`src/rtl/reg_file_pkg.sv`:
```
// Shared types and helpers for the two-read, one-write register file.
// The strobe merge is written at a fixed maximum width so one function serves every instance.
package reg_file_pkg;

   typedef enum logic {
      StIdle,
      StClear
   } rfStateT;

   localparam int unsigned MAX_MEM_WIDTH  = 256;
   localparam int unsigned MAX_STRB_WIDTH = MAX_MEM_WIDTH / 8;

   function automatic int unsigned strbWidth(input int unsigned memWidth);
      return memWidth / 8;
   endfunction

   // Callers zero-extend into the maximum width and cast the result back down.
   function automatic logic [MAX_MEM_WIDTH-1:0] strbMerge(
      input logic [MAX_MEM_WIDTH-1:0]  oldWord,
      input logic [MAX_MEM_WIDTH-1:0]  newWord,
      input logic [MAX_STRB_WIDTH-1:0] strb
   );
      logic [MAX_MEM_WIDTH-1:0] merged;
      merged = oldWord;
      for (int unsigned i = 0; i < MAX_STRB_WIDTH; i++) begin
         if (strb[i]) begin
            merged[8*i +: 8] = newWord[8*i +: 8];
         end
      end
      return merged;
   endfunction

endpackage

```
`src/rtl/reg_file_rd_port.sv`:
```
// One registered read port: range check, storage select, same-cycle write bypass
// and the RdData/RdValid/RdErr output registers.
module reg_file_rd_port
   import reg_file_pkg::*;
#(
   parameter int unsigned ADDR_WIDTH = 4,
   parameter int unsigned MEM_WIDTH  = 16,
   parameter int unsigned MEM_DEPTH  = 8
) (
   input  logic                              CLK,
   input  logic                              RST,
   input  logic                              rdEn,
   input  logic [ADDR_WIDTH-1:0]             rdAddr,
   input  logic [MEM_DEPTH*MEM_WIDTH-1:0]    mem,
   input  logic                              wrEn,
   input  logic [ADDR_WIDTH-1:0]             wrAddr,
   input  logic [MEM_WIDTH-1:0]              wrData,
   input  logic [strbWidth(MEM_WIDTH)-1:0]   wrStrb,
   output logic [MEM_WIDTH-1:0]              rdData,
   output logic                              rdValid,
   output logic                              rdErr
);

   localparam int unsigned IDX_WIDTH = (MEM_DEPTH > 1) ? $clog2(MEM_DEPTH) : 1;

   logic                 inRange;
   logic                 bypass;
   logic [IDX_WIDTH-1:0] idx;
   logic [MEM_WIDTH-1:0] stored;
   logic [MEM_WIDTH-1:0] merged;
   logic [MEM_WIDTH-1:0] word;

   assign inRange = (32'(rdAddr) < MEM_DEPTH);
   assign idx     = rdAddr[IDX_WIDTH-1:0];
   assign stored  = mem[32'(idx)*MEM_WIDTH +: MEM_WIDTH];

   // wrEn is already qualified with range and FSM state by the top level.
   assign bypass  = wrEn & (wrAddr == rdAddr);
   assign merged  = MEM_WIDTH'(strbMerge(MAX_MEM_WIDTH'(stored), MAX_MEM_WIDTH'(wrData),
                                         MAX_STRB_WIDTH'(wrStrb)));
   assign word    = bypass ? merged : stored;

   always_ff @(posedge CLK or negedge RST) begin
      if (!RST) begin
         rdData  <= '0;
         rdValid <= 1'b0;
         rdErr   <= 1'b0;
      end else begin
         rdValid <= rdEn;
         rdErr   <= rdEn & ~inRange;
         if (rdEn) begin
            rdData <= inRange ? word : '0;
         end
      end
   end

endmodule

```
`src/rtl/reg_file_2r1w.sv`:
```
// General-purpose operand store: storage array, byte-strobed write port, clear sweep FSM
// and two independent registered read ports with write bypass.
module reg_file_2r1w
   import reg_file_pkg::*;
#(
   parameter int unsigned ADDR_WIDTH = 4,
   parameter int unsigned MEM_WIDTH  = 16,
   parameter int unsigned MEM_DEPTH  = 8
) (
   input  logic                            CLK,
   input  logic                            RST,
   input  logic                            WrEn,
   input  logic [ADDR_WIDTH-1:0]           WrAddr,
   input  logic [MEM_WIDTH-1:0]            WrData,
   input  logic [strbWidth(MEM_WIDTH)-1:0] WrStrb,
   input  logic                            RdEnA,
   input  logic [ADDR_WIDTH-1:0]           RdAddrA,
   output logic [MEM_WIDTH-1:0]            RdDataA,
   output logic                            RdValidA,
   output logic                            RdErrA,
   input  logic                            RdEnB,
   input  logic [ADDR_WIDTH-1:0]           RdAddrB,
   output logic [MEM_WIDTH-1:0]            RdDataB,
   output logic                            RdValidB,
   output logic                            RdErrB,
   input  logic                            Clr,
   output logic                            Busy
);

   localparam int unsigned IDX_WIDTH = (MEM_DEPTH > 1) ? $clog2(MEM_DEPTH) : 1;

   if (MEM_WIDTH % 8 != 0 || MEM_WIDTH > MAX_MEM_WIDTH) begin : gBadWidth
      $error("reg_file_2r1w: MEM_WIDTH must be a multiple of 8 and at most MAX_MEM_WIDTH");
   end
   if (MEM_DEPTH > (1 << ADDR_WIDTH)) begin : gBadDepth
      $error("reg_file_2r1w: MEM_DEPTH exceeds the address space");
   end

   rfStateT                        stateQ, stateD;
   logic [IDX_WIDTH-1:0]           ptrQ, ptrD;
   logic [MEM_WIDTH-1:0]           memQ [MEM_DEPTH];
   logic [MEM_DEPTH*MEM_WIDTH-1:0] memFlat;

   logic                 idle;
   logic                 wrInRange;
   logic                 wrAccept;
   logic [IDX_WIDTH-1:0] wrIdx;
   logic [MEM_WIDTH-1:0] wrMerged;
   logic                 rdReqA;
   logic                 rdReqB;

   assign idle      = (stateQ == StIdle);
   assign wrInRange = (32'(WrAddr) < MEM_DEPTH);
   // A clear request in the same cycle takes priority and drops the write.
   assign wrAccept  = idle & WrEn & ~Clr & wrInRange;
   assign wrIdx     = WrAddr[IDX_WIDTH-1:0];
   assign wrMerged  = MEM_WIDTH'(strbMerge(MAX_MEM_WIDTH'(memQ[wrIdx]), MAX_MEM_WIDTH'(WrData),
                                           MAX_STRB_WIDTH'(WrStrb)));

   assign rdReqA = RdEnA & idle;
   assign rdReqB = RdEnB & idle;
   assign Busy   = (stateQ == StClear);

   for (genvar g = 0; g < MEM_DEPTH; g++) begin : gFlat
      assign memFlat[g*MEM_WIDTH +: MEM_WIDTH] = memQ[g];
   end

   always_comb begin
      stateD = stateQ;
      ptrD   = ptrQ;
      case (stateQ)
         StIdle: begin
            if (Clr) begin
               stateD = StClear;
               ptrD   = '0;
            end
         end
         StClear: begin
            if (ptrQ == IDX_WIDTH'(MEM_DEPTH - 1)) begin
               stateD = StIdle;
               ptrD   = '0;
            end else begin
               ptrD = ptrQ + IDX_WIDTH'(1);
            end
         end
         default: begin
            stateD = StIdle;
            ptrD   = '0;
         end
      endcase
   end

   always_ff @(posedge CLK or negedge RST) begin
      if (!RST) begin
         stateQ <= StIdle;
         ptrQ   <= '0;
      end else begin
         stateQ <= stateD;
         ptrQ   <= ptrD;
      end
   end

   always_ff @(posedge CLK or negedge RST) begin
      if (!RST) begin
         for (int unsigned i = 0; i < MEM_DEPTH; i++) begin
            memQ[i] <= '0;
         end
      end else if (stateQ == StClear) begin
         memQ[ptrQ] <= '0;
      end else if (wrAccept) begin
         memQ[wrIdx] <= wrMerged;
      end
   end

   reg_file_rd_port #(
      .ADDR_WIDTH(ADDR_WIDTH),
      .MEM_WIDTH (MEM_WIDTH),
      .MEM_DEPTH (MEM_DEPTH)
   ) uRdPortA (
      .CLK    (CLK),
      .RST    (RST),
      .rdEn   (rdReqA),
      .rdAddr (RdAddrA),
      .mem    (memFlat),
      .wrEn   (wrAccept),
      .wrAddr (WrAddr),
      .wrData (WrData),
      .wrStrb (WrStrb),
      .rdData (RdDataA),
      .rdValid(RdValidA),
      .rdErr  (RdErrA)
   );

   reg_file_rd_port #(
      .ADDR_WIDTH(ADDR_WIDTH),
      .MEM_WIDTH (MEM_WIDTH),
      .MEM_DEPTH (MEM_DEPTH)
   ) uRdPortB (
      .CLK    (CLK),
      .RST    (RST),
      .rdEn   (rdReqB),
      .rdAddr (RdAddrB),
      .mem    (memFlat),
      .wrEn   (wrAccept),
      .wrAddr (WrAddr),
      .wrData (WrData),
      .wrStrb (WrStrb),
      .rdData (RdDataB),
      .rdValid(RdValidB),
      .rdErr  (RdErrB)
   );

endmodule

```
`config.mk`:
```
export PLATFORM = sky130hd
export DESIGN_NAME = reg_file_2r1w
export DESIGN_NICKNAME = d
export VERILOG_FILES = /design/src/rtl/reg_file_pkg.sv /design/src/rtl/reg_file_rd_port.sv /design/src/rtl/reg_file_2r1w.sv
export SDC_FILE = /design/constraint.sdc
export NUM_CORES = 1
export LEC_CHECK = 0
export ABC_CLOCK_PERIOD_IN_PS = 2280
export CAP_MARGIN = 10
export CORE_ASPECT_RATIO = 0.7
export CORE_MARGIN = 1
export CORE_UTILIZATION = 50
export CTS_BUF_LIST = sky130_fd_sc_hd__clkbuf_2
export DETAILED_ROUTE_END_ITERATION = 16
export PLACE_DENSITY = 0.7
export REMOVE_ABC_BUFFERS = 1
export SLEW_MARGIN = 20
export SYNTH_ARGS = -nofsm -noshare
export SYNTH_HDL_FRONTEND = slang
export SYNTH_SLANG_ARGS = --single-unit
```
`constraint.sdc`:
```
create_clock -name CLK -period 2.28 [get_ports CLK]
set_input_delay 0.228 -clock CLK [delete_from_list [all_inputs] [get_ports CLK]]
set_output_delay 0.228 -clock CLK [all_outputs]
set_load 0.01 [all_outputs]
```
==> run_results.csv, run 1 <==
group,metric,value,unit
cells_and_area,final_cell_area,0.01131,mm²
power_and_ir_drop,pwr-share-clk,0.231,
critical_path,setup.worst_path.class,"reg2reg",
timing,slew_headroom,0.3773,
route,firstDrtPassIters,6,
floorplanning,fp.dieArea,0.01972,mm²
timing,drv_slew,0,
placement,portBuffers,72,
min_path,min_path_type,"in2reg",
timing,worst_slew_pin_slew,924.4,ps
power_and_ir_drop,p_switching,2.788,mW
global_routing,grt_util_all_layers,0.3298,
clocking,cts-root-buf,"clkbuf_2",
timing,layout_setup_ws,172.2,ps
clocking,cts_sinks,168,
clocking,cts_made_buffers,17,
synth,ys_types,49,
floorplanning,core_area,0.01837,mm²
power_and_ir_drop,switching_share,0.3796,
route,via_per_inst,6.846,
synth,syn_avg_cell_area,11.91,µm²
clocking,cts_tree,"yes",
critical_path,crit_required,2970,ps
placement,place_hpwl,21450,µm
critical_path,critPathLaunchType,"register",
route,drc,0,
timing,hold_viol,0,
floorplanning,start_util,0.5216,
cells_and_area,nets,957,
outcome,status,"completed",
synth,synthCells,804,
timing,tns,0,ps
route,wl,31190,µm
synth,synthFlopType,"dfrtp_1",
power_and_ir_drop,power_density,649.3,mW/mm²
synth,synth_edf_count,0,
cells_and_area,stdcell_count,1168,
power_and_ir_drop,irDropWorstVdd,405.2,µV
placement,gp_congestion,0.9262,
power_and_ir_drop,p_leak,4.774,nW
placement,pre_cts_ws,-243.2,ps
cells_and_area,antennaDiodeCount,0,
cells_and_area,syn_to_final_growth,18.05,%
synth,async_reset_ff_frac,1.000,
clocking,path_clk_slew,280,ps
power_and_ir_drop,seqPwrFrac,0.466,
timing,rsz0062_at_grt,"no",
placement,place_area,0.01098,mm²
timing,fin_crit_sh,0.9245,
critical_path,arrival,2800,ps
route,drtAntennaViolNets,0,
timing,finalCriticalPeriod,2108,ps
power_and_ir_drop,p_comb_frac,0.304,
timing,fmax,474.4,MHz
floorplanning,ios,73,
job,maxCapViolCount,0,
synth,synthesis.area,0.009579,mm²
placement,numPlacedInstances,1132,
critical_path,critPathMaxFanout,13,
power_and_ir_drop,p_int,4.555,mW
cells_and_area,mostFrequentLayoutCell,"dfrtp_1",
global_routing,grt_pass1_wl,47910,µm
route,drt-initial-drc-count,964,
global_routing,grt_start_max_net_pins,51,
global_routing,antenna_found_initial,0,
synth,synth_seq_area_share,0.4389,
route,wl_per_cell,26.71,µm
timing,clock-skew-final,30.95,ps
synth,synth_area_leader_cell,"dfrtp_1",
floorplanning,rows,41,
synth,synth_warnings,0,
route,vias,7996,
synth,ys_ff_latch,168,
timing,finalSetupViolCount,0,
critical_path,end_kind,"register",
cells_and_area,layout_common_cells,"168 x dfrtp_1, 111 x nand2_1, 87 x o21ai_0",
global_routing,grt_pass1_vias,8012,
clocking,cts.path.max_buffers,2,
synth,synth_area_leaders,"dfrtp_1 44%, mux4_2 20%, mux2i_1 5.5%, o21ai_0 4.5%, nand2_1 4.3%",
cells_and_area,fin_util,0.6158,
global_routing,grt.overflow.total,0,
floorplanning,die_w,167.4,µm
floorplanning,dieHeight,117.8,µm
clocking,htreeDepth,4,
synth,synth_top_area_frac,0.4389,
clocking,clock_latency,780,ps
cells_and_area,drive_above_1_share,0.2511,
-- area by class of cell --
type / count / area [µm²]
Tap cell: 236 / 295.3
Timing Repair Buffer: 162 / 1503
Sequential cell: 168 / 4204
Fill cell: 1458 / 7057
Clock buffer: 19 / 95.09
Multi-Input combinational cell: 558 / 5022
Inverter: 12 / 45.04
Clock inverter: 13 / 143.9
-- kinds of logic (layout without fill, tap and decap cells) --
| family | after synthesis | in the layout | synth area share |
|---|---|---|---|
| mux | 140 | 140 | 0.2564 |
| flops | 168 | 168 | 0.4389 |
| xor+xnor | 6 | 6 | 0.005486 |
| simple gates | 165 | 165 | 0.08751 |
| compound gates | 245 | 245 | 0.1686 |
| fa+ha+maj | 2 | 2 | 0.002612 |
| buf+inv | 78 | 206 | 0.04049 |
-- worst paths after layout --
check                                    from                   to  slack (ps)  cells past startpoint
max reg2reg                              Busy   uRdPortB.rdData[7]         170                      7
min in group asynchronous                 RST          memFlat[15]         540                      4
max in group asynchronous                 RST          memFlat[27]        1420                      4
min reg2reg                uRdPortB.rdData[7]   uRdPortB.rdData[7]         560                      1
min                                WrData[15]  uRdPortB.rdData[15]         110                      3
max                                      Busy   uRdPortB.rdData[7]         170                      7
-- per-layer routing --
| layer | vias to the layer above | wire, µm | GRT usage |
|---|---|---|---|
| li1 | 3325 | - | - |
| met5 | - | 0 | 0 |
| met4 | 0 | 1042 | 0.1296 |
| met1 | 4074 | 12850 | 0.4581 |
| met2 | 513 | 13760 | 0.4826 |
| met3 | 84 | 3542 | 0.1049 |
-- Yosys cell counts, drive strengths merged (12+ instances only) --
master  number
dfrtp      168
o21ai      139
nand2      111
mux4        84
mux2i       53
buf         44
a22o        32
a22oi       31
clkbuf      22
inv         12
nor2        12
-- worst max-delay path, cell delays in order (launching register included) --
cell	delay, ps
dfrtp_1	490
buf_4	250
nand2b_1	430
nor2_1	120
o21ai_1	220
buf_4	220
nor2_1	50
a221o_1	250
-- power groups by stage --
stage | Clock [mW] | Sequential, mW | Combinational [mW]
global placement | 0 | 3.43 | 2.05
finish | 1.69 | 3.42 | 2.23
global route | 1.83 | 3.45 | 2.33
floorplan | 0 | 3.47 | 0.900
detailed placement | 0 | 3.46 | 2.12
CTS | 1.70 | 3.41 | 2.14
-- repair_timing --
action	in CTS	in global routing
setup endpoints to repair	0	20
hold buffers	4	0
resized for setup	0	4
hold endpoints to repair	178	0
setup buffers	0	0
-- state kept, by name (all words and copies together), names as in the netlist --
register          flops
Busy                  1
memFlat             128
ptrQ                  3
uRdPortA.rdData      16
uRdPortA.rdErr        1
uRdPortA.rdValid      1
uRdPortB.rdData      16
uRdPortB.rdErr        1
uRdPortB.rdValid      1
-- stage by stage --
step,power [mW],hold WS (ps)
after CTS,7.242,52.85
after global placement,5.488,216.6
after detailed placement,5.576,225.4
after floorplan,4.366,-67.59
after global routing,7.612,58.13
final,7.343,108.7
Power figures use the tool's default switching activity.
==> run 2: changes to the inputs <==
==> constraint.sdc (replaced) <==
create_clock -name CLK -period 2.28 [get_ports CLK]
set_input_delay 0.456 -clock CLK [delete_from_list [all_inputs] [get_ports CLK]]
set_output_delay 0.456 -clock CLK [all_outputs]
set_load 0.01 [all_outputs]
==> run 2 against run 1 <==
- setup slack lost 65 ps
- non-clock buffer count grew 24
- critical path depth shrank 6
- register-to-register slack lost 40 ps
- clock skew grew 11 ps
- clock power shrank 7%
- first-iteration DRC count shrank 7.1%
- power shrank 1.6%
- die area is the same
- largest cell class unchanged
- highest routed layer unchanged
==> run_results.csv, run 2 (synthesis gave the netlist of run 1 again) <==
group,metric,value,unit
route,wl_met3,4071,µm
power_and_ir_drop,irDropWorstVdd,361.5,µV
critical_path,critPathMaxFanout,2,
floorplanning,die_w,167.4,µm
cells_and_area,stdcell_count,1191,
floorplanning,dieHeight,117.8,µm
critical_path,crit_slowest_cell,"clkdlybuf4s50_1",
route,topRoutingLayerUsed,"met4",
placement,pre_cts_ws,-205.0,ps
clocking,htreeDepth,4,
global_routing,grt_start_max_net_pins,56,
clocking,cts_made_buffers,17,
clocking,cts_tree,"yes",
min_path,min_path_type,"in2async",
clocking,clock_latency,770,ps
critical_path,crit_chain,"clkdlybuf4s50_1",
global_routing,grt_pass1_vias,8494,
cells_and_area,layout_common_cells,"168 x dfrtp_1, 111 x nand2_1, 97 x buf_4",
cells_and_area,drive_above_1_share,0.2670,
cells_and_area,mostFrequentLayoutCell,"dfrtp_1",
clocking,cts.path.max_buffers,2,
floorplanning,rows,41,
timing,worst_slew_pin_slew,1024,ps
floorplanning,core_area,0.01837,mm²
clocking,cts_sinks,168,
route,via_per_inst,6.878,
route,drt-initial-drc-count,896,
cells_and_area,fillers,1403,
clocking,cts-root-buf,"clkbuf_2",
power_and_ir_drop,power_density,627.4,mW/mm²
timing,finalSetupViolCount,0,
route,wl_per_cell,26.52,µm
cells_and_area,syn_to_final_growth,20.25,%
timing,clock-skew-final,41.46,ps
critical_path,path_delay_family,"buffers and inverters",
cells_and_area,antennaDiodeCount,0,
critical_path,critPathLaunchType,"register",
critical_path,r2r-end,"memFlat[110]",
critical_path,arrival,1720,ps
timing,hold_viol,0,
floorplanning,start_util,0.5216,
floorplanning,ios,73,
timing,fmax,460.2,MHz
placement,gp_congestion,0.9405,
clocking,path_clk_slew,260,ps
route,met1_length,12030,µm
placement,place_hpwl,22390,µm
global_routing,grt_pass1_wl,49050,µm
global_routing,antenna_found_initial,0,
power_and_ir_drop,p_leak,5.098,nW
global_routing,grt_util_all_layers,0.3341,
critical_path,r2r_cells,6,
timing,drv_slew,0,
placement,numPlacedInstances,1144,
route,met2_length,14360,µm
critical_path,end_kind,"primary output",
timing,layout_setup_ws,107.2,ps
timing,slew_headroom,0.3150,
route,wl,31580,µm
cells_and_area,largest_register_ffs,128,
placement,portBuffers,72,
critical_path,cpPeakStageDelay,530,ps
floorplanning,fp.dieArea,0.01972,mm²
global_routing,grt.overflow.total,0,
critical_path,reg2reg_slack,130,ps
cells_and_area,nets,981,
route,firstDrtPassIters,5,
cells_and_area,fin_util,0.6272,
critical_path,r2r_start,"Busy",
timing,hold_slack,170.8,ps
critical_path,setup.worst_path.class,"reg2out",
route,vias,8192,
critical_path,path_buf_inv,1,
route,drc,0,
critical_path,crit_required,1820,ps
timing,fin_crit_sh,0.9530,
outcome,status,"completed",
timing,finalCriticalPeriod,2173,ps
route,drtAntennaViolNets,0,
job,maxCapViolCount,0,
run 2: changes by cell type in the layout (fill, tap and decap cells not counted), moves of 3 or more:
cell / change
buf_4: +20
clkdlybuf4s50_1: -11
dlymetal6s2s_1: +9
buf_12: +7
clkinv_4: +4
clkinvlp_4: -4
inv_6: -4
a31oi_4: -3
run 2: how the worst max path moves through the flow:
stage | from | depth (start not counted) | end
after global routing | uRdPortB.rdData[8] | 1 | RdDataB[8]
after CTS | uRdPortA.rdData[7] | 1 | RdDataA[7]
after global placement | WrAddr[3] | 6 | memFlat[110]
final | uRdPortB.rdData[7] | 1 | RdDataB[7]
after detailed placement | Clr | 7 | memFlat[109]
after floorplan | Busy | 4 | memFlat[46]
run 2: power by group:
group / total, mW / internal (mW) / switching (mW)
Combinational: 2.22 / 0.875 / 1.35
Sequential: 3.42 / 3.19 / 0.236
Clock: 1.58 / 0.498 / 1.08
Total: 7.23 / 4.56 / 2.67
run 2: layout make-up:
| type | instances | area (µm²) | share of cell area |
|---|---|---|---|
| clock buffers | 18 | 90.09 | 0.007821 |
| well taps | 236 | 295.3 | 0.02564 |
| clock inverters | 13 | 131.4 | 0.01141 |
| multi-input cells | 558 | 4987 | 0.4330 |
| repair buffers | 186 | 1765 | 0.1533 |
| flip-flops and latches | 168 | 4204 | 0.3650 |
| inverters | 12 | 45.04 | 0.003911 |
run 2: metrics by stage:
step | setup TNS, ps | power, mW | cell area (µm²)
after global routing | -20.51 | 7.512 | 11520
final | 0 | 7.227 | 11520
after detailed placement | -12990 | 5.616 | 11150
after floorplan | 0 | 4.366 | 9236
after CTS | 0 | 7.171 | 11390
after global placement | -9228 | 5.505 | 11150
run 2: metal layers:
metal / up-vias / track usage
met2: 611 / 0.5013
met4: 0 / 0.1336
li1: 3365 / -
met1: 4107 / 0.4424
met5: - / 0
met3: 109 / 0.1207
run 2: repair_timing:
item,4_1_cts,5_1_grt
cloned,0,0
hold endpoints to repair,50,0
resized for setup,2,9
pin swaps,0,0
hold buffers,1,0
endpoints found under the setup margin,2,18
buffers inserted,1,14
==> run 3: changes to the inputs <==
--- a/config.mk
+++ b/config.mk
@@ -9,10 +9,11 @@
 export CAP_MARGIN = 10
 export CORE_ASPECT_RATIO = 0.7
 export CORE_MARGIN = 1
-export CORE_UTILIZATION = 50
+export CORE_UTILIZATION = 60
 export CTS_BUF_LIST = sky130_fd_sc_hd__clkbuf_2
 export DETAILED_ROUTE_END_ITERATION = 16
-export PLACE_DENSITY = 0.7
+export PLACE_DENSITY = 0.82
+export RECOVER_POWER = 50
 export REMOVE_ABC_BUFFERS = 1
 export SLEW_MARGIN = 20
 export SYNTH_ARGS = -nofsm -noshare
==> run 3 against run 2 <==
- first-iteration DRC count shrank 12%
- non-clock buffer count fell by 9
- largest cell class unchanged
- largest power group unchanged
- sequential power is 1% higher
- power increased by 4.3%
- combinational power decreased by 3%
- setup slack lost 95 ps
- critical path depth increased by 4
- design area fell by 0.66%
- critical path type is now reg2reg
- wire length decreased by 1.3%
==> run_results.csv, run 3 (synthesis gave the netlist of run 1 again) <==
group,metric,value,unit
global_routing,top_usage_layer,"met2",
placement,place_hpwl,22080,µm
route,drc,0,
timing,clock-skew-final,36.46,ps
floorplanning,die_w,153.0,µm
route,drt-initial-drc-count,786,
cells_and_area,nets,972,
cells_and_area,final_cell_area,0.01144,mm²
global_routing,use_met3,0.1453,
power_and_ir_drop,p_leak,5.201,nW
timing,hold_viol,0,
job,maxCapViolCount,0,
route,wl,31160,µm
floorplanning,core_area,0.01555,mm²
outcome,status,"completed",
floorplanning,dieHeight,107.7,µm
timing,finalCriticalPeriod,2268,ps
cells_and_area,drive_above_1_share,0.2598,
critical_path,critPathLaunchType,"register",
global_routing,grt_start_max_net_pins,64,
timing,hold_slack,201.0,ps
global_routing,antenna_found_initial,0,
route,firstDrtPassIters,6,
cells_and_area,largest_register_ffs,128,
clocking,cts.path.max_buffers,2,
floorplanning,ios,73,
critical_path,end_kind,"register",
global_routing,grt_util_all_layers,0.3989,
power_and_ir_drop,power_density,658.7,mW/mm²
placement,place_area,0.01100,mm²
timing,layout_setup_ws,12.19,ps
cells_and_area,stdcell_count,1148,
timing,drv_slew,0,
critical_path,arrival,2970,ps
cells_and_area,mostFrequentLayoutCell,"dfrtp_1",
route,via_per_inst,7.186,
route,vias,8250,
power_and_ir_drop,irDropWorstVdd,586.0,µV
global_routing,grt.overflow.total,0,
min_path,min_path_type,"in2reg",
global_routing,grt_pass1_vias,8401,
cells_and_area,layout_common_cells,"168 x dfrtp_1, 111 x nand2_1, 87 x buf_4",
placement,gp_congestion,0.9502,
timing,fmax,441.0,MHz
clocking,clock_latency,800,ps
clocking,cts_tree,"yes",
timing,slew_headroom,0.2817,
timing,tns,0,ps
clocking,cts_sinks,168,
clocking,htreeDepth,4,
route,drtAntennaViolNets,0,
critical_path,critPathMaxFanout,12,
clocking,path_clk_slew,260,ps
clocking,cts-root-buf,"clkbuf_2",
placement,portBuffers,72,
timing,worst_slew_pin_slew,1077,ps
floorplanning,fp.dieArea,0.01648,mm²
timing,finalSetupViolCount,0,
clocking,cts_made_buffers,17,
placement,pre_cts_ws,-258.5,ps
floorplanning,rows,38,
floorplanning,start_util,0.6161,
placement,numPlacedInstances,1099,
cells_and_area,syn_to_final_growth,19.45,%
cells_and_area,fillers,1044,
global_routing,grt_util_met1,0.5115,
timing,fin_crit_sh,0.9947,
route,wl_per_cell,27.15,µm
critical_path,setup.worst_path.class,"reg2reg",
critical_path,crit_required,2980,ps
global_routing,use_met2,0.6040,
global_routing,grt_pass1_wl,47790,µm
==> run 3: final cells by class <==
| class | count | area (µm²) | area share |
|---|---|---|---|
| clock inverters | 15 | 212.7 | 0.01859 |
| clock buffers | 17 | 85.08 | 0.007436 |
| flip-flops and latches | 168 | 4204 | 0.3674 |
| diodes | 1 | 2.502 | 0.0002187 |
| well taps | 200 | 250.2 | 0.02187 |
| repair buffers | 177 | 1629 | 0.1424 |
| inverters | 12 | 45.04 | 0.003937 |
| multi-input cells | 558 | 5014 | 0.4382 |
==> run 3: worst paths after layout <==
check                           depth (start not counted)                 end  slack [ps]               start
min in group asynchronous                               2          memFlat[5]         360                 RST
worst min-delay path                                    3  uRdPortA.rdData[9]         200          RdAddrA[0]
worst max register to register                          5  uRdPortB.rdData[1]          10                Busy
worst min register to register                          2  uRdPortA.rdData[7]         560  uRdPortA.rdData[7]
max in group asynchronous                               3         memFlat[64]         370                 RST
worst max-delay path                                    5  uRdPortB.rdData[1]          10                Busy
==> run 3: worst max-delay path: stages, from the launching register on <==
cell and delay [ps]:
dfrtp_1 410, clkbuf_2 150, nand2b_1 470, clkbuf_1 760, a22oi_1 220, o21ai_0 160
==> run 3: routing by layer <==
| metal | wire length, µm | vias up |
|---|---|---|
| li1 | - | 3367 |
| met1 | 11140 | 4052 |
| met2 | 13820 | 689 |
| met3 | 4611 | 140 |
| met4 | 1562 | 2 |
| met5 | 29 | - |
==> run 3: report_power, final <==
group          total [mW]  switching, mW  internal, mW
logic                2.15           1.34         0.815
registers            3.47          0.277          3.19
clock network        1.92           1.17         0.753
total                7.54           2.78          4.76
==> run 3: through the flow <==
stage / util / power, mW
floorplan: - / 4.366
global placement: 0.7078 / 5.458
detailed placement: 0.7078 / 5.582
CTS: 0.7281 / 7.468
global route: 0.7358 / 7.781
finish: 0.7360 / 7.537
==> run 3: timing repair <==
| action | 4_1_cts | 5_1_grt |
|---|---|---|
| pin swaps | 0 | 0 |
| hold buffers | 1 | 0 |
| resized for setup | 0 | 23 |
| setup endpoints to repair | 1 | 27 |
| setup buffers | 1 | 14 |
| endpoints found under the hold margin | 147 | 0 |
